### config.mk
export PLATFORM = sky130hd
export DESIGN_NAME = func_gen_freq_sel
export DESIGN_NICKNAME = d
export VERILOG_FILES = /design/src/rtl/func_gen_freq_sel_pkg.sv /design/src/rtl/func_gen_freq_sel_clock_divider_74193.sv /design/src/rtl/func_gen_freq_sel.sv
export SDC_FILE = /design/constraint.sdc
export NUM_CORES = 1
export LEC_CHECK = 0
export BUFFER_PORTS_ARGS = -buffer_cell sky130_fd_sc_hd__buf_2
export CAP_MARGIN = 15
export CORE_MARGIN = 2
export CORE_UTILIZATION = 50
export CTS_CLUSTER_SIZE = 24
export DETAILED_ROUTE_END_ITERATION = 8
export PLACE_DENSITY = 0.79
export SLEW_MARGIN = 10
export SYNTH_ARGS = -nofsm -noshare
export SYNTH_HDL_FRONTEND = slang
export SYNTH_SLANG_ARGS = --single-unit
### constraint.sdc
create_clock -name clk -period 6.5 [get_ports clk]
set_input_delay 0.65 -clock clk [delete_from_list [all_inputs] [get_ports clk]]
set_output_delay 0.65 -clock clk [all_outputs]
set_load 0.05 [all_outputs]
### src/rtl/func_gen_freq_sel_pkg.sv
// Shared constants and waveform-select encodings for the function generator.
package func_gen_freq_sel_pkg;

  localparam int DATA_WIDTH = 8;
  // Terminal count of the divider; reaching it reloads from pl and emits a tick.
  localparam int RELOAD_VAL = 255;

  typedef enum logic [2:0] {
    SEL_SAW       = 3'd0,
    SEL_SQUARE    = 3'd1,
    SEL_TRIANGLE  = 3'd2,
    SEL_SINE      = 3'd3,
    SEL_FULL_RECT = 3'd4,
    SEL_HALF_RECT = 3'd5,
    SEL_REV_SAW   = 3'd6,
    SEL_PULSE     = 3'd7
  } sel_e;

endpackage

### src/rtl/func_gen_freq_sel_clock_divider_74193.sv
// 74193-style loadable up-counter feeding a JK toggle flop that forms the divided clock.
module clock_divider_74193
  import func_gen_freq_sel_pkg::*;
#(
  parameter int WIDTH = DATA_WIDTH
) (
  input  logic             clk,
  input  logic             rst,
  input  logic             JKReset,
  input  logic             preset,
  input  logic [WIDTH-1:0] pl,
  output logic             tick,
  output logic             dividedClock,
  output logic [WIDTH-1:0] count74193
);

  logic [WIDTH-1:0] cnt_q, cnt_d;
  logic             div_q, div_d;

  // pl is only looked at on the wrap cycle, so mid-count changes wait for the next reload.
  assign tick = preset && (cnt_q == WIDTH'(RELOAD_VAL));

  always_comb begin
    cnt_d = cnt_q;
    if (preset) begin
      cnt_d = tick ? pl : cnt_q + WIDTH'(1);
    end
  end

  always_comb begin
    div_d = div_q;
    if (!JKReset) begin
      div_d = 1'b0;
    end else if (tick) begin
      div_d = ~div_q;
    end
  end

  always_ff @(posedge clk) begin
    if (rst) begin
      cnt_q <= '0;
      div_q <= 1'b0;
    end else begin
      cnt_q <= cnt_d;
      div_q <= div_d;
    end
  end

  assign dividedClock = div_q;
  assign count74193   = cnt_q;

endmodule

### src/rtl/func_gen_freq_sel.sv
// Function generator: divided clock advances a phase accumulator; sel picks the waveform.
module func_gen_freq_sel
  import func_gen_freq_sel_pkg::*;
#(
  parameter int WIDTH = DATA_WIDTH
) (
  input  logic             clk,
  input  logic             rst,
  input  logic             JKReset,
  input  logic             preset,
  input  logic [WIDTH-1:0] pl,
  input  logic [2:0]       sel,
  output logic [WIDTH-1:0] out,
  output logic             dividedClock,
  output logic [WIDTH-1:0] count74193
);

  localparam int XW = WIDTH - 1;
  localparam int HW = 2 * XW - 1;

  logic             tick;
  logic [WIDTH-1:0] phase_q, phase_d;
  logic [WIDTH-1:0] out_q, out_d;
  logic [XW-1:0]    x, x_c;
  logic [HW-1:0]    h;
  logic [WIDTH-1:0] h_div32, h_div16;

  clock_divider_74193 #(.WIDTH(WIDTH)) u_div (
    .clk          (clk),
    .rst          (rst),
    .JKReset      (JKReset),
    .preset       (preset),
    .pl           (pl),
    .tick         (tick),
    .dividedClock (dividedClock),
    .count74193   (count74193)
  );

  // Phase steps only on the tick that takes dividedClock from 0 to 1.
  always_comb begin
    phase_d = phase_q;
    if (JKReset && tick && !dividedClock) begin
      phase_d = phase_q + WIDTH'(1);
    end
  end

  // x*(127-x): 127-x on a 7-bit value is just its complement.
  always_comb begin
    x       = phase_q[XW-1:0];
    x_c     = ~x;
    h       = HW'({{XW{1'b0}}, x} * {{XW{1'b0}}, x_c});
    h_div32 = WIDTH'(h >> 5);
    h_div16 = WIDTH'(h >> 4);
  end

  always_comb begin
    out_d = '0;
    case (sel_e'(sel))
      SEL_SAW:       out_d = phase_q;
      SEL_SQUARE:    out_d = phase_q[WIDTH-1] ? '0 : '1;
      SEL_TRIANGLE:  out_d = {x, 1'b0} ^ {WIDTH{phase_q[WIDTH-1]}};
      SEL_SINE:      out_d = phase_q[WIDTH-1] ? WIDTH'(1 << XW) - h_div32
                                              : WIDTH'(1 << XW) + h_div32;
      SEL_FULL_RECT: out_d = h_div16;
      SEL_HALF_RECT: out_d = phase_q[WIDTH-1] ? '0 : h_div16;
      SEL_REV_SAW:   out_d = ~phase_q;
      SEL_PULSE:     out_d = (phase_q[WIDTH-1:WIDTH-2] == 2'b00) ? '1 : '0;
      default:       out_d = '0;
    endcase
  end

  always_ff @(posedge clk) begin
    if (rst) begin
      phase_q <= '0;
      out_q   <= '0;
    end else begin
      phase_q <= phase_d;
      out_q   <= out_d;
    end
  end

  assign out = out_q;

endmodule

# Yosys cells after proc, flatten, opt, wreduce, memory -nomap -nowiden
# Index checks and enable logic that the tools add are counted.
word_totals:
  output_inout_bits: 17
  register_bits: 25
  inputBits: 15
classes:
  eq_ne: 8
  reduce_logical: 7
  bitwise: 5
  multipliers: 1
  addsub: 4
  muxes: 6
ops:
  columns: ["operator", "count"]
  rows:
  - ["8-bit case mux with 8 select lines", 1]
  - ["8-bit 2-to-1 mux", 5]
  - ["8-bit by 1-bit adder with 8-bit output (second input constant)", 2]
  - ["7-bit by 7-bit multiplier with 13-bit output", 1]
  - ["3-bit == test (second input constant)", 4]
  - ["8-bit adder (first input constant)", 1]
  - ["8-bit == test (second input constant)", 1]
  - ["8-bit NOT", 1]
  - ["8-bit subtractor (first input constant)", 1]
  - ["8-bit bitwise XOR", 1]
  - ["7-bit NOT", 1]
  - ["3-bit by 2-bit == test with 1-bit output (second input constant)", 2]
  - ["3-bit by 1-bit == test with 1-bit output (second input constant)", 1]
  - ["1-bit logical AND", 3]
  - ["3-bit zero test", 1]
  - ["2-bit zero test", 1]
  - ["1-bit NOT", 2]
  - ["2-bit OR reduction", 1]
  - ["1-bit zero test", 1]

# Longest topological paths before layout
# Gate-level depths: netlist (run 1).
depth:
  word_depth: 5
  depth_mapped: 20
  mapped_depth_nobuf: 19

# Modules after synthesis
# From an unflattened synthesis (run 1), not the netlist that was laid out.
hier_totals:
  hier_cells: 392
  area_unflattened_um2: 3140.5
by_module_without_submodules:
  columns: ["mod", "cells_each", "seq_area_each_um2", "area_each_um2", "instances"]
  rows:
  - ["func_gen_freq_sel", 339, 320.3, 2656.3, 1]
  - ["clock_divider_74193", 53, 180.2, 484.2, 1]

# Worst setup path after synthesis (run 1)
# OpenSTA, ideal clock, no wires.
synth_timing:
  path_kind: "reg-to-reg"
  start: "register phase_q[5]"
  end: "register out_q[7] (netlist: out[7])"
  slack_ns: 1.222
  path_stages_with_launch: 19
  arrival_ns: 5.217
  path_buffers: 1
  t_required_ns: 6.438
  path_cell_list: "dfxtp_1 -> clkbuf_1 -> inv_1 -> nand2_1 -> fa_1 -> fa_1 -> inv_1 -> fa_1 -> inv_1 -> fa_1 -> inv_1 -> ha_1 -> and2_2 -> nor3b_1 -> a2111oi_2 -> nand2_2 -> or4_1 -> or4_1 -> nand3_1"
synth_via:
  elab_chain_len: 5
  word_cells_on_any_way: 7
synth_lines:
  columns: ["element", "line_no", "text"]
  rows:
  - ["start: declaration", "func_gen_freq_sel.sv:22", "logic [WIDTH-1:0] phase_q, phase_d;"]
  - ["start signal: assignment", "func_gen_freq_sel.sv:77", "phase_q <= phase_d;"]
  - ["7-bit NOT", "func_gen_freq_sel.sv:50", "x_c = ~x;"]
  - ["7-bit by 7-bit multiplier with 13-bit output (*)", "func_gen_freq_sel.sv:51", "h = HW'({{XW{1'b0}}, x} * {{XW{1'b0}}, x_c});"]
  - ["8-bit adder or 8-bit subtractor (tied branches)", "func_gen_freq_sel.sv:63, func_gen_freq_sel.sv:62", null]
  - ["8-bit 2-to-1 mux", "func_gen_freq_sel.sv:62", "SEL_SINE: out_d = phase_q[WIDTH-1] ? WIDTH'(1 << XW) - h_div32"]
  - ["8-bit case mux with 8 select lines (*)", "func_gen_freq_sel.sv:58", "case (sel_e'(sel))"]
  - ["end signal: assignment", "func_gen_freq_sel.sv:78", "out_q <= out_d;"]
  - ["end: declaration", "func_gen_freq_sel.sv:23", "logic [WIDTH-1:0] out_q, out_d;"]
# Mark *: on every way between the ends. The rest lies on a longest branch, timed or not.
# A chain may end at the register's enable or synchronous reset.

# Final worst setup path (run 1)
layout_timing:
  start: "register phase_q[6]"
  end: "register out_q[7] (netlist: out[7])"
layout_via:
  elab_chain_len: 5
  word_cells_on_any_way: 10
layout_lines:
  columns: ["element", "line_no"]
  rows:
  - ["7-bit NOT", "func_gen_freq_sel.sv:50"]
  - ["7-bit by 7-bit multiplier with 13-bit output", "func_gen_freq_sel.sv:51"]
  - ["8-bit adder or 8-bit subtractor (tied branches)", "func_gen_freq_sel.sv:63, func_gen_freq_sel.sv:62"]
  - ["8-bit 2-to-1 mux", "func_gen_freq_sel.sv:62"]
  - ["8-bit case mux with 8 select lines (*)", "func_gen_freq_sel.sv:58"]
# Marked as above.

==> impl_metrics.toml, run 1 <==
[global_route]
grt_max_degree = 29
grt_use_met1_pct = 32.4
gr-usage-all-layers_pct = 21.6
grtUsageMet3_pct = 3.37
grt_use_met2_pct = 33.5
top_usage_layer = "met2"
grt_pass1_vias = 2446
antenna_found_initial = 0
overflow = 0
grt_pass1_wl_um = 11500

[timing]
finalSetupViolCount = 0
finalCriticalPeriod_ns = 5.58
fmaxAchievable_mhz = 179
tightest_slew_ns = 0.686
min_period_over_period_pct = 85.9
hold_viol = 0
slew_headroom_pct = 54.2
finalSetupTns_ns = 0
grt_setup_unrepaired = "false"
skew_ns = 0.00429
slew_violations = 0

[route]
viasPerCell = 5.59
num_vias = 2656
ant_nets = 0
wl_um = 7000
drt-initial-drc-count = 288
drt_pre_antenna_iters = 5
wl_per_cell_um = 14.7
drc = 0

[worst_setup_path]
crit_path_start_kind = "register"
worstPathArrival_ns = 5.80
end_kind = "register"
critPathMaxFanout = 9
cp_data_required_time_ns = 6.72
path_class = "reg2reg"

[synth]
yosys-top-cells-area = "ha_1, dfxtp_1, fa_1"
ys_warn_count = 0
synth_cell_types = 52
syn_area_mm2 = 0.00305
ys.flop_type = "dfxtp_1"
synth.ff_latch_count = 25
synthArstFlopShare_pct = 0
synth.most_common_cell = "nor2_1"
netlist.area_leader.share_pct = 18.5
synth_fp_nets = 459
syn_inst = 383
synth_commonest_cells = "nor2_1, ha_1, inv_1"
synth_edf_count = 0
ys_seq_area_share_pct = 16.4
yosysTopAreaCell = "ha_1"
synth_area_per_cell_um2 = 7.97

[clock_network]
clk_path_buf_depth = 2
clkTransAtPathRegs_ns = 0.09
ctsHoldBuffers = 0
clock-sinks = 25
worstSkewPairLatency_ns = 0.27
cts_tree = "yes"
h-tree-depth = 1
clock-root-buffer = "clkbuf_8"
numCtsBuffers = 3
post-cts-setup-buffers = 0
cts-resized-gates = 0

[cells_and_area]
diodes = 0
num-fill-cells = 526
nets = 477
drive_gt1_share_pct = 11.0
synthToLayoutAreaGrowth_pct = 7.54
finalNonFillerCells = 475

[floorplanning]
dieArea_mm2 = 0.00674
std_cell_rows = 28
die_y_um = 82.1
io_pins = 32
initial_core_util_pct = 51.5
core_mm2 = 0.00592
die_w_um = 82.1

[flow_run]
maxCapViolCount = 0

[min_path]
hp-class = "reg2reg"

[place]
hpwl_um = 5470
io_buffers = 31
place_inst = 471
place.gp.congestion = 0.889

[pwr]
ir_drop_mv = 0.116
pwr_density_cell_mw_per_mm2 = 93.5
p_leak_nw = 1.70

[run_status]
status = "finished, final reports clean"
critical path, cell delays in order, from the launching register on:
cell,delay [ns]
dfxtp_1,0.51
clkinv_1,0.35
nand2_1,0.19
fa_1,0.43
fa_1,0.54
inv_1,0.05
fa_1,0.53
inv_1,0.05
fa_1,0.53
inv_1,0.04
ha_1,0.37
and2_2,0.24
nor3b_1,0.08
a2111oi_2,0.42
nand2_2,0.14
or4_1,0.56
or4_1,0.41
nand3_1,0.09
sequential cells by signal, indices dropped and copies added (netlist names):
name / flops
out: 8
phase_q: 8
u_div.count74193: 8
u_div.dividedClock: 1
layer usage:
metal  vias up  wire, µm
met5         -         0
met4         0        52
met3         6       314
met2        75      3180
met1      1235      3460
li1       1340         -
per-stage QoR:
step	hold WS, ns	setup slack, ns	power, mW	utilization [%]	instance area [µm²]
after detailed placement	0.511	0.940	0.217	54.7	3240
after global routing	0.546	0.609	0.318	55.4	3280
after floorplan	0.575	1.22	0.203	-	3050
after CTS	0.522	0.894	0.308	55.4	3280
final	0.519	0.916	0.307	55.4	3280
after global placement	0.500	1.07	0.217	54.7	3240
cells by family (layout without fill, tap and decap cells):
family / Yosys count / after routing / share of synthesized area [%]
AO/OA/AOI/OAI: 68 / 68 / 15.8
XOR/XNOR: 27 / 27 / 7.75
adder cells (fa/ha/maj): 61 / 61 / 28.9
buffers and inverters: 52 / 69 / 6.40
flip-flops: 25 / 25 / 16.4
multiplexers: 5 / 5 / 1.68
AND/OR/NAND/NOR: 145 / 145 / 23.0
layout by cell type (no fill, tap or decap), drive strengths merged, types with 5 or more instances in the layout:
cell type   n
and3        6
a21oi      14
inv        32
nand2b      6
nor2b       5
fa         16
xnor2      17
buf        32
nand2      31
nor2       61
ha         45
dfxtp      25
xor2       10
nand3       8
o21ai      21
nor3       10
worst paths after layout:
| check | startpoint | to | slack (ns) | cells past startpoint |
|---|---|---|---|---|
| min reg2reg | u_div.count74193[1]$_SDFFE_PP0P_ | u_div.count74193[1]$_SDFFE_PP0P_ | 0.52 | 2 |
| min | u_div.count74193[1]$_SDFFE_PP0P_ | u_div.count74193[1]$_SDFFE_PP0P_ | 0.52 | 2 |
| max reg2reg | phase_q[6]$_SDFFE_PP0P_ | out[7]$_SDFF_PP0_ | 0.92 | 17 |
| max | phase_q[6]$_SDFFE_PP0P_ | out[7]$_SDFF_PP0_ | 0.92 | 17 |
cell type report:
type / count / area (µm²) / area share [%]
well taps: 75 / 93.8 / 2.86
inverters: 33 / 124 / 3.77
flip-flops and latches: 25 / 500 / 15.2
repair buffers: 32 / 163 / 4.96
multi-input cells: 306 / 2360 / 71.8
clock buffers: 4 / 45.0 / 1.37
power by group:
part	internal (mW)	switching, mW	leakage, nW
combinational	0.0160	0.0380	1.47
clock	0.0439	0.0491	0.0228
sequential	0.158	0.00201	0.204
total	0.218	0.0891	1.70
Power figures use the tool's default switching activity.
==> run 2: changes to the inputs <==
CORE_MARGIN = 1   (was 2)
==> impl_metrics.toml, run 2 (synthesis results as in run 1) <==
[timing]
finalWorstSetupSlack_ns = 0.854
slew_headroom_pct = 54.6
hold_viol = 0
min_period_over_period_pct = 86.9
finalCriticalPeriod_ns = 5.65
slew_violations = 0
tightest_slew_ns = 0.663
finalSetupTns_ns = 0
skew_ns = 0.00684
finalSetupViolCount = 0
fmaxAchievable_mhz = 177
grt_setup_unrepaired = "false"

[global_route]
overflow = 0
grt_pass1_vias = 2486
gr-usage-all-layers_pct = 22.5
antenna_found_initial = 0
grt_pass1_wl_um = 11400
grt_max_degree = 29

[cells_and_area]
finalNonFillerCells = 475
drive_gt1_share_pct = 11.3
synthToLayoutAreaGrowth_pct = 7.67
diodes = 0
nets = 477
final_cell_mix = "nor2_1, ha_1, inv_1, buf_2, nand2_1"
design_area_mm2 = 0.00329
final_common_cell = "nor2_1"

[clock_network]
clkTransAtPathRegs_ns = 0.09
clock-root-buffer = "clkbuf_8"
worstSkewPairLatency_ns = 0.27
numCtsBuffers = 3
h-tree-depth = 1
cts-resized-gates = 0
clk_path_buf_depth = 2
ctsHoldBuffers = 0
post-cts-setup-buffers = 0
clock-sinks = 25
cts_tree = "yes"

[route]
viasPerCell = 5.69
wl_um = 6940
drt_pre_antenna_iters = 7
drt-initial-drc-count = 240
ant_nets = 0
wl_per_cell_um = 14.6
num_vias = 2701
drc = 0

[floorplanning]
die_w_um = 80.1
core_mm2 = 0.00592
io_pins = 32
std_cell_rows = 28
initial_core_util_pct = 51.5
dieArea_mm2 = 0.00642
die_y_um = 80.1

[flow_run]
maxCapViolCount = 0

[pwr]
p_leak_nw = 1.70
ir_drop_mv = 0.0898
pwr_density_cell_mw_per_mm2 = 93.8

[worst_setup_path]
cp_data_required_time_ns = 6.71
path_class = "reg2reg"
end_kind = "register"
critPathMaxFanout = 9
worstPathArrival_ns = 5.86
crit_path_start_kind = "register"

[place]
place_inst = 471
place_area_mm2 = 0.00324
dp_slack_ns = 0.904
io_buffers = 31
hpwl_um = 5580
place.gp.congestion = 0.946

[run_status]
status = "finished, final reports clean"

[min_path]
hp-class = "reg2reg"
[run 2: final timing paths]
kind	cells past startpoint	startpoint	to	slack [ns]
setup / recovery	17	phase_q[6]$_SDFFE_PP0P_	out[7]$_SDFF_PP0_	0.85
hold / removal	2	u_div.count74193[0]$_SDFFE_PP0P_	u_div.count74193[0]$_SDFFE_PP0P_	0.52
setup reg to reg	17	phase_q[6]$_SDFFE_PP0P_	out[7]$_SDFF_PP0_	0.85
hold reg to reg	2	u_div.count74193[0]$_SDFFE_PP0P_	u_div.count74193[0]$_SDFFE_PP0P_	0.52
[run 2: layer usage]
layer	part of all wire (%)	track usage, %	vias up
li1	-	-	1339
met1	47	31.6	1286
met2	47	36.5	64
met3	4.6	3.75	12
met4	1.6	4.11	0
met5	0	0	-
[run 2: power breakdown]
group | switching [mW] | leakage [nW] | total [mW] | internal (mW)
Sequential | 0.00203 | 0.204 | 0.160 | 0.158
Clock | 0.0508 | 0.0217 | 0.0942 | 0.0434
Combinational | 0.0381 | 1.47 | 0.0540 | 0.0160
Total | 0.0909 | 1.70 | 0.308 | 0.217
[run 2: layout make-up]
| cell class | count | area (µm²) |
|---|---|---|
| timing repair buffer | 32 | 163 |
| multi-input combinational | 306 | 2360 |
| clock buffer | 3 | 41.3 |
| inverter | 33 | 124 |
| tap | 75 | 93.8 |
| sequential | 25 | 500 |
| fill | 562 | 2640 |
| clock inverter | 1 | 7.51 |
[run 2: critical path, cell delays in order, from the launching register on]
cell and delay, ns:
dfxtp_1 0.53, clkinv_1 0.34, nand2_1 0.19, fa_1 0.43, fa_1 0.55, inv_1 0.06
fa_1 0.54, inv_1 0.06, fa_1 0.52, inv_1 0.04, ha_1 0.37, and2_2 0.24
nor3b_1 0.07, a2111oi_2 0.45, nand2_2 0.14, or4_1 0.55, or4_1 0.42, nand3_1 0.09
[run 2: through the flow]
| stage | hold WS (ns) | total power, mW | utilization, % |
|---|---|---|---|
| after floorplan | 0.575 | 0.203 | - |
| after global placement | 0.499 | 0.217 | 54.7 |
| after detailed placement | 0.518 | 0.217 | 54.7 |
| after CTS | 0.534 | 0.310 | 55.5 |
| after global routing | 0.558 | 0.323 | 55.5 |
| final | 0.525 | 0.308 | 55.5 |
